===== src/rtl/multi_phase_traffic_controller_if.sv =====
// Purpose: signal bundle between the intersection sensor front-end and the
//          multi-phase traffic controller.
// Ports (modport slave = controller side):
//   demand         in  per-phase demand, level
//   emergency      in  preemption request, level
//   emerg_phase    in  phase to serve on preemption
//   lamps          out 3 bits per phase, RED=100 YELLOW=010 GREEN=001
//   phase          out currently served phase
//   state          out 00 GREEN, 01 YELLOW, 10 ALL_RED
//   remaining      out ticks left in the current interval
//   preempt_active out preemption sequence or hold in progress
interface multi_phase_traffic_controller_if #(
   parameter int unsigned NUM_PHASES = 4,
   parameter int unsigned CNT_W      = 8
);
   localparam int unsigned PH_W = $clog2(NUM_PHASES);

   logic [NUM_PHASES-1:0]   demand;
   logic                    emergency;
   logic [PH_W-1:0]         emerg_phase;
   logic [3*NUM_PHASES-1:0] lamps;
   logic [PH_W-1:0]         phase;
   logic [1:0]              state;
   logic [CNT_W-1:0]        remaining;
   logic                    preempt_active;

   modport master (
      output demand, emergency, emerg_phase,
      input  lamps, phase, state, remaining, preempt_active
   );

   modport slave (
      input  demand, emergency, emerg_phase,
      output lamps, phase, state, remaining, preempt_active
   );
endinterface


===== src/rtl/multi_phase_traffic_controller.sv =====
// Purpose: N-phase intersection controller. Each phase runs GREEN -> YELLOW ->
//          ALL_RED, then the next phase is chosen from emergency request and
//          demand. Supports phase skipping, bounded green extension and
//          emergency preemption. Timing counts ticks from an internal prescaler.
// Ports:
//   clk    clock
//   rst_n  asynchronous active-low reset
//   bus    controller side of multi_phase_traffic_controller_if (slave)
module multi_phase_traffic_controller #(
   parameter int unsigned NUM_PHASES   = 4,
   parameter int unsigned CNT_W        = 8,
   parameter int unsigned TICK_DIV     = 50,
   parameter int unsigned GREEN_TIME   = 30,
   parameter int unsigned YELLOW_TIME  = 3,
   parameter int unsigned ALL_RED_TIME = 2,
   parameter int unsigned EXT_TIME     = 5,
   parameter int unsigned MAX_EXT      = 3
) (
   input logic                             clk,
   input logic                             rst_n,
   multi_phase_traffic_controller_if.slave bus
);
   localparam int unsigned PH_W   = $clog2(NUM_PHASES);
   localparam int unsigned LAMP_W = 3 * NUM_PHASES;

   typedef enum logic [1:0] {
      S_GREEN   = 2'b00,
      S_YELLOW  = 2'b01,
      S_ALL_RED = 2'b10
   } state_e;

   localparam logic [2:0] LAMP_RED    = 3'b100;
   localparam logic [2:0] LAMP_YELLOW = 3'b010;
   localparam logic [2:0] LAMP_GREEN  = 3'b001;

   // Lamp heads for a given state/phase: only the served phase may be non-RED.
   function automatic logic [LAMP_W-1:0] lamp_pattern(state_e st, logic [PH_W-1:0] ph);
      logic [LAMP_W-1:0] l;
      l = '0;
      for (int unsigned i = 0; i < NUM_PHASES; i++) begin
         l[3*i +: 3] = LAMP_RED;
         if (st != S_ALL_RED && PH_W'(i) == ph) begin
            l[3*i +: 3] = (st == S_GREEN) ? LAMP_GREEN : LAMP_YELLOW;
         end
      end
      return l;
   endfunction

   localparam logic [LAMP_W-1:0] LAMPS_RST = lamp_pattern(S_GREEN, PH_W'(0));

   state_e            state_q, state_d;
   logic [PH_W-1:0]   phase_q, phase_d, next_phase, cand;
   logic [CNT_W-1:0]  timer_q, timer_d;
   logic [CNT_W-1:0]  ext_q, ext_d;
   logic [CNT_W-1:0]  presc_q, presc_d;
   logic              preempt_q, preempt_d;
   logic [LAMP_W-1:0] lamps_q, lamps_d;
   logic              tick, emerg_ok, timer_done, extend_ok, found;

   // Next-phase selection at ALL_RED end; later rules override earlier ones
   // so the final assignment order gives emergency the highest priority.
   always_comb begin
      next_phase = PH_W'((32'(phase_q) + 32'd1) % NUM_PHASES);
      found      = 1'b0;
      cand       = '0;
      for (int unsigned k = 1; k < NUM_PHASES; k++) begin
         cand = PH_W'((32'(phase_q) + k) % NUM_PHASES);
         if (!found && bus.demand[cand]) begin
            next_phase = cand;
            found      = 1'b1;
         end
      end
      if (!found && bus.demand[phase_q]) next_phase = phase_q;
      if (emerg_ok) next_phase = bus.emerg_phase;
   end

   // Interval sequencing, extension and preemption.
   always_comb begin
      tick       = (presc_q == CNT_W'(TICK_DIV - 1));
      presc_d    = tick ? '0 : presc_q + CNT_W'(1);
      emerg_ok   = bus.emergency && (32'(bus.emerg_phase) < NUM_PHASES);
      timer_done = tick && (timer_q <= CNT_W'(1));
      extend_ok  = bus.demand[phase_q] && (ext_q < CNT_W'(MAX_EXT));
      state_d    = state_q;
      phase_d    = phase_q;
      timer_d    = timer_q;
      ext_d      = ext_q;
      preempt_d  = preempt_q;

      case (state_q)
         S_GREEN: begin
            if (emerg_ok) begin
               // Served phase requested: freeze timer; otherwise cut green now.
               preempt_d = 1'b1;
               if (bus.emerg_phase != phase_q) begin
                  state_d = S_YELLOW;
                  timer_d = CNT_W'(YELLOW_TIME);
               end
            end else begin
               preempt_d = 1'b0;
               if (timer_done) begin
                  if (extend_ok) begin
                     ext_d   = ext_q + CNT_W'(1);
                     timer_d = CNT_W'(EXT_TIME);
                  end else begin
                     state_d = S_YELLOW;
                     timer_d = CNT_W'(YELLOW_TIME);
                  end
               end else if (tick) begin
                  timer_d = timer_q - CNT_W'(1);
               end
            end
         end
         S_YELLOW: begin
            if (timer_done) begin
               state_d = S_ALL_RED;
               timer_d = CNT_W'(ALL_RED_TIME);
            end else if (tick) begin
               timer_d = timer_q - CNT_W'(1);
            end
         end
         S_ALL_RED: begin
            if (timer_done) begin
               state_d   = S_GREEN;
               phase_d   = next_phase;
               timer_d   = CNT_W'(GREEN_TIME);
               ext_d     = '0;
               preempt_d = emerg_ok;
            end else if (tick) begin
               timer_d = timer_q - CNT_W'(1);
            end
         end
         default: begin
            // Unreachable encoding: recover through a full clearance interval.
            state_d = S_ALL_RED;
            timer_d = CNT_W'(ALL_RED_TIME);
         end
      endcase

      lamps_d = lamp_pattern(state_d, phase_d);
   end

   always_ff @(posedge clk or negedge rst_n) begin
      if (!rst_n) begin
         state_q   <= S_GREEN;
         phase_q   <= '0;
         timer_q   <= CNT_W'(GREEN_TIME);
         ext_q     <= '0;
         presc_q   <= '0;
         preempt_q <= 1'b0;
         lamps_q   <= LAMPS_RST;
      end else begin
         state_q   <= state_d;
         phase_q   <= phase_d;
         timer_q   <= timer_d;
         ext_q     <= ext_d;
         presc_q   <= presc_d;
         preempt_q <= preempt_d;
         lamps_q   <= lamps_d;
      end
   end

   assign bus.lamps          = lamps_q;
   assign bus.phase          = phase_q;
   assign bus.state          = state_q;
   assign bus.remaining      = timer_q;
   assign bus.preempt_active = preempt_q;
endmodule


===== src/flat_wrapper.sv =====
// flat-port wrapper written by rule: the top's interface ports become plain ports
module multi_phase_traffic_controller_flat 
#(
   parameter int unsigned NUM_PHASES   = 4,
   parameter int unsigned CNT_W        = 8,
   parameter int unsigned TICK_DIV     = 50,
   parameter int unsigned GREEN_TIME   = 30,
   parameter int unsigned YELLOW_TIME  = 3,
   parameter int unsigned ALL_RED_TIME = 2,
   parameter int unsigned EXT_TIME     = 5,
   parameter int unsigned MAX_EXT      = 3
)
  (clk, rst_n, bus_demand, bus_emergency, bus_emerg_phase, bus_lamps, bus_phase, bus_state, bus_remaining, bus_preempt_active);
  multi_phase_traffic_controller_if #(.NUM_PHASES(NUM_PHASES), .CNT_W(CNT_W)) bus_i ();
  input logic clk;
  input logic rst_n;
  input wire logic [$bits(bus_i.demand)-1:0] bus_demand;
  input wire logic [$bits(bus_i.emergency)-1:0] bus_emergency;
  input wire logic [$bits(bus_i.emerg_phase)-1:0] bus_emerg_phase;
  output wire logic [$bits(bus_i.lamps)-1:0] bus_lamps;
  output wire logic [$bits(bus_i.phase)-1:0] bus_phase;
  output wire logic [$bits(bus_i.state)-1:0] bus_state;
  output wire logic [$bits(bus_i.remaining)-1:0] bus_remaining;
  output wire logic [$bits(bus_i.preempt_active)-1:0] bus_preempt_active;
  assign bus_i.demand = bus_demand;
  assign bus_i.emergency = bus_emergency;
  assign bus_i.emerg_phase = bus_emerg_phase;
  assign bus_lamps = bus_i.lamps;
  assign bus_phase = bus_i.phase;
  assign bus_state = bus_i.state;
  assign bus_remaining = bus_i.remaining;
  assign bus_preempt_active = bus_i.preempt_active;
  multi_phase_traffic_controller #(.NUM_PHASES(NUM_PHASES), .CNT_W(CNT_W), .TICK_DIV(TICK_DIV), .GREEN_TIME(GREEN_TIME), .YELLOW_TIME(YELLOW_TIME), .ALL_RED_TIME(ALL_RED_TIME), .EXT_TIME(EXT_TIME), .MAX_EXT(MAX_EXT)) u_core (.clk(clk), .rst_n(rst_n), .bus(bus_i));
endmodule

===== config.mk =====
export PLATFORM = sky130hd
export DESIGN_NAME = multi_phase_traffic_controller_flat
export DESIGN_NICKNAME = d
export VERILOG_FILES = /design/src/rtl/multi_phase_traffic_controller_if.sv /design/src/rtl/multi_phase_traffic_controller.sv /design/src/flat_wrapper.sv
export SDC_FILE = /design/constraint.sdc
export NUM_CORES = 1
export LEC_CHECK = 0
export CAP_MARGIN = 10
export CORE_MARGIN = 4
export CORE_UTILIZATION = 57
export DETAILED_ROUTE_END_ITERATION = 8
export PLACE_DENSITY = 0.86
export SETUP_SLACK_MARGIN = 0.15
export SYNTH_ARGS = -nofsm -noshare
export SYNTH_HDL_FRONTEND = slang
export SYNTH_SLANG_ARGS = --single-unit

===== constraint.sdc =====
create_clock -name clk -period 4.8 [get_ports clk]
set_input_delay 1.44 -clock clk [delete_from_list [all_inputs] [get_ports clk]]
set_output_delay 1.44 -clock clk [all_outputs]
set_load 0.05 [all_outputs]

==> run metrics <==
Synth cell types 58; Avg Cell Area, Syn 9.40 sq um; Cells after Synth 242; NetSw 176 uW; prevailing post-synth register cell dfrtp_1; H-tree Lvls 2; RSZ-0062 raised after global routing no; clock buffer depth 2; clk slew on worst S/H paths 0.08 ns; initial core utilization 60.4%; Switching Share 26.8%; Slew @ Worst Pin 1.02 ns; setup TNS 0 ns; initial antenna violation count 0; share of layout cells above drive strength 1 11.0%; most common cell in the netlist dfrtp_1; 1st-iter DRT viols 154; Clock Latency Late Sink 0.30 ns; status finished, final reports clean; P&R area growth vs syn 18.6%; Achievable Freq 0.295 GHz; VDD IR-drop max 0.153 mV; Avg Vias per Cell 5.94; pins over their slew limit 0; maxcap violations 0; ANT nets after route 0; vias in the first global route 1878; Final Cycle Share 70.6%; first-pass GRT wire length 8630 um; post-synth net total 256; DRC violations left 0; All-Layer GR Usage 20.9%; Leak 0.00111 uW; core area 3770 sq um; GRT overflow 0; asr flop ratio synth 100%; Crit path required time 5.03 ns; GPL Wtd Cong 0.815; Synth area leaders dfrtp_1 (36%), dfstp_2 (9.2%), nor2_1 (4.5%), o21ai_0 (3.7%), a21oi_1 (3.1%); max_slew headroom 31.9%; Final nets 286; post-cts sizing count 0; total power per unit cell area 243 nW/um^2; synth warn 0; final setup vio count 0; Setup crit end kind flop; number of synthesized flops with an enable pin 0; Worst Skew 0.0100 ns; setup bufs post-CTS 0; CTS Hold Bufs 0; diode count 0; WL/cell 15.5 um; Combinational Power Share 11.1%; critical path startpoint category input port; # port buffers 33; dpl ws 1.11 ns; pin count of the biggest net entering global routing 42; TritonCTS buffer count 5; Die Area 5070 sq um; crit-path max FO 8; Top-Level Pins 34; Post-Syn Area 2280 sq um; Std-Cell Rows 22; Total Wirelength 4960 um; Synth top cells by count dfrtp_1 (33), nor2_1 (27), o21ai_0 (17), a21oi_1 (14), nand2_1 (13); worst setup margin 1.41 ns; Setup CP Type in -> reg; top-area cell type share of the netlist area 36.3%; detailed placer's ending HPWL 3450 um; hold crit path type reg -> reg; CTS root buf clkbuf_8; CTS tree yes; area leader, netlist dfrtp_1; post-synthesis register bit count 41; fill count 303; Die Y-Extent 71.2 um; clock sink count 41; chip width 71.2 um; vias 1908; Seq/Total Area, Yosys 45.5%; Fin. Hold Viols 0; Int Pwr 481 uW; part of the power in registers 54.9%; clock period minus worst slack 3.39 ns; Clk pwr share 34.0%; Pre-Repair DR Iteration Count 4; Worst EP arrival 3.62 ns
## registers in the layout (all words and copies together) (netlist names)
register	count
u_core.bus.lamps	12
u_core.bus.remaining	8
u_core.ext_q	8
u_core.presc_q	8
u_core.bus.phase	2
u_core.bus.state	2
u_core.bus.preempt_active	1
## kinds of logic after synthesis
| logic type | Yosys count | synth area share (%) |
|---|---|---|
| fa+ha+maj | 5 | 2.75 |
| mux | 4 | 2.75 |
| simple gates | 100 | 23.9 |
| flops | 41 | 45.5 |
| xor+xnor | 9 | 3.46 |
| compound gates | 61 | 17.4 |
| buf+inv | 22 | 4.23 |
## worst paths after layout
path	from	to	slack, ns	depth (start not counted)
worst min-delay path	u_core.presc_q[7]$_DFF_PN0_	u_core.presc_q[7]$_DFF_PN0_	0.49	1
worst max-delay path	bus_demand[0]	u_core.bus.lamps[3]$_DFF_PN0_	1.41	8
worst max register to register	u_core.bus.remaining[1]$_DFFE_PN1P_	u_core.bus.lamps[3]$_DFF_PN0_	1.89	8
worst min register to register	u_core.presc_q[7]$_DFF_PN0_	u_core.presc_q[7]$_DFF_PN0_	0.49	1
max in group asynchronous	rst_n	u_core.ext_q[6]$_DFFE_PN0P_	2.96	1
min in group asynchronous	rst_n	u_core.presc_q[5]$_DFF_PN0_	1.27	1
## metal layers
| metal | track usage [%] | wire length, um | vias up |
|---|---|---|---|
| met3 | 3.98 | 224 | 6 |
| li1 | - | - | 930 |
| met2 | 34.9 | 2430 | 47 |
| met1 | 26.8 | 2240 | 925 |
| met5 | 0 | 0 | - |
| met4 | 7.72 | 69 | 0 |
## metrics by stage
stage          utilization (%)  hold slack, ns  cell area, sq um  power (uW)  instances
3_5_place_dp              69.3           0.476              2610         440        313
5_1_grt                   71.6           0.529              2700         687        321
4_1_cts                   71.6           0.503              2700         661        321
6_report                  71.6           0.489              2700         657        321
3_3_place_gp              69.3           0.453              2610         438        313
2_1_floorplan                -           0.438              2280         408        242
## final cells by class
class                   instances  area (sq um)  share of cell area (%)
multi-input cells             179          1140                    42.4
clock inverters                 3          17.5                   0.649
repair buffers                 33           325                    12.1
well taps                      48          60.1                    2.23
flip-flops and latches         41          1040                    38.4
inverters                      12          47.5                    1.76
clock buffers                   5          68.8                    2.55
## critical path: stages
cell and delay [ns]:
clkdlybuf4s50_1 0.58, nor2_1 0.09, or4_1 0.41, nand4_1 0.12, mux2_4 0.31, a311o_4 0.42, inv_4 0.09, and3_1 0.15
## cells in the final DEF, fill, tap and decap left out, types with 4 or more instances in the layout
cell             Yosys  layout
inv_1               11      11
o21ai_0             17      17
and3_1               8       8
nor2_1              27      27
ha_1                 5       5
clkdlybuf4s50_1      0      32
nor4_1               4       4
nor2b_1              4       4
xnor2_1              6       6
nor3_1               7       7
nand3_1             12      12
nand2_1             13      13
dfrtp_1             33      33
dfstp_2              8       8
a21oi_1             14      14
clkbuf_8             0       5
## power by group through the flow
| stage | sequential, uW | clock (uW) | combinational, uW |
|---|---|---|---|
| 3_5_place_dp | 367 | 0 | 72.9 |
| 3_3_place_gp | 367 | 0 | 71.1 |
| 5_1_grt | 363 | 247 | 77.9 |
| 6_report | 361 | 223 | 72.7 |
| 4_1_cts | 361 | 227 | 73.1 |
| 2_1_floorplan | 385 | 0 | 23.2 |
(Power assumes the default switching activity.)
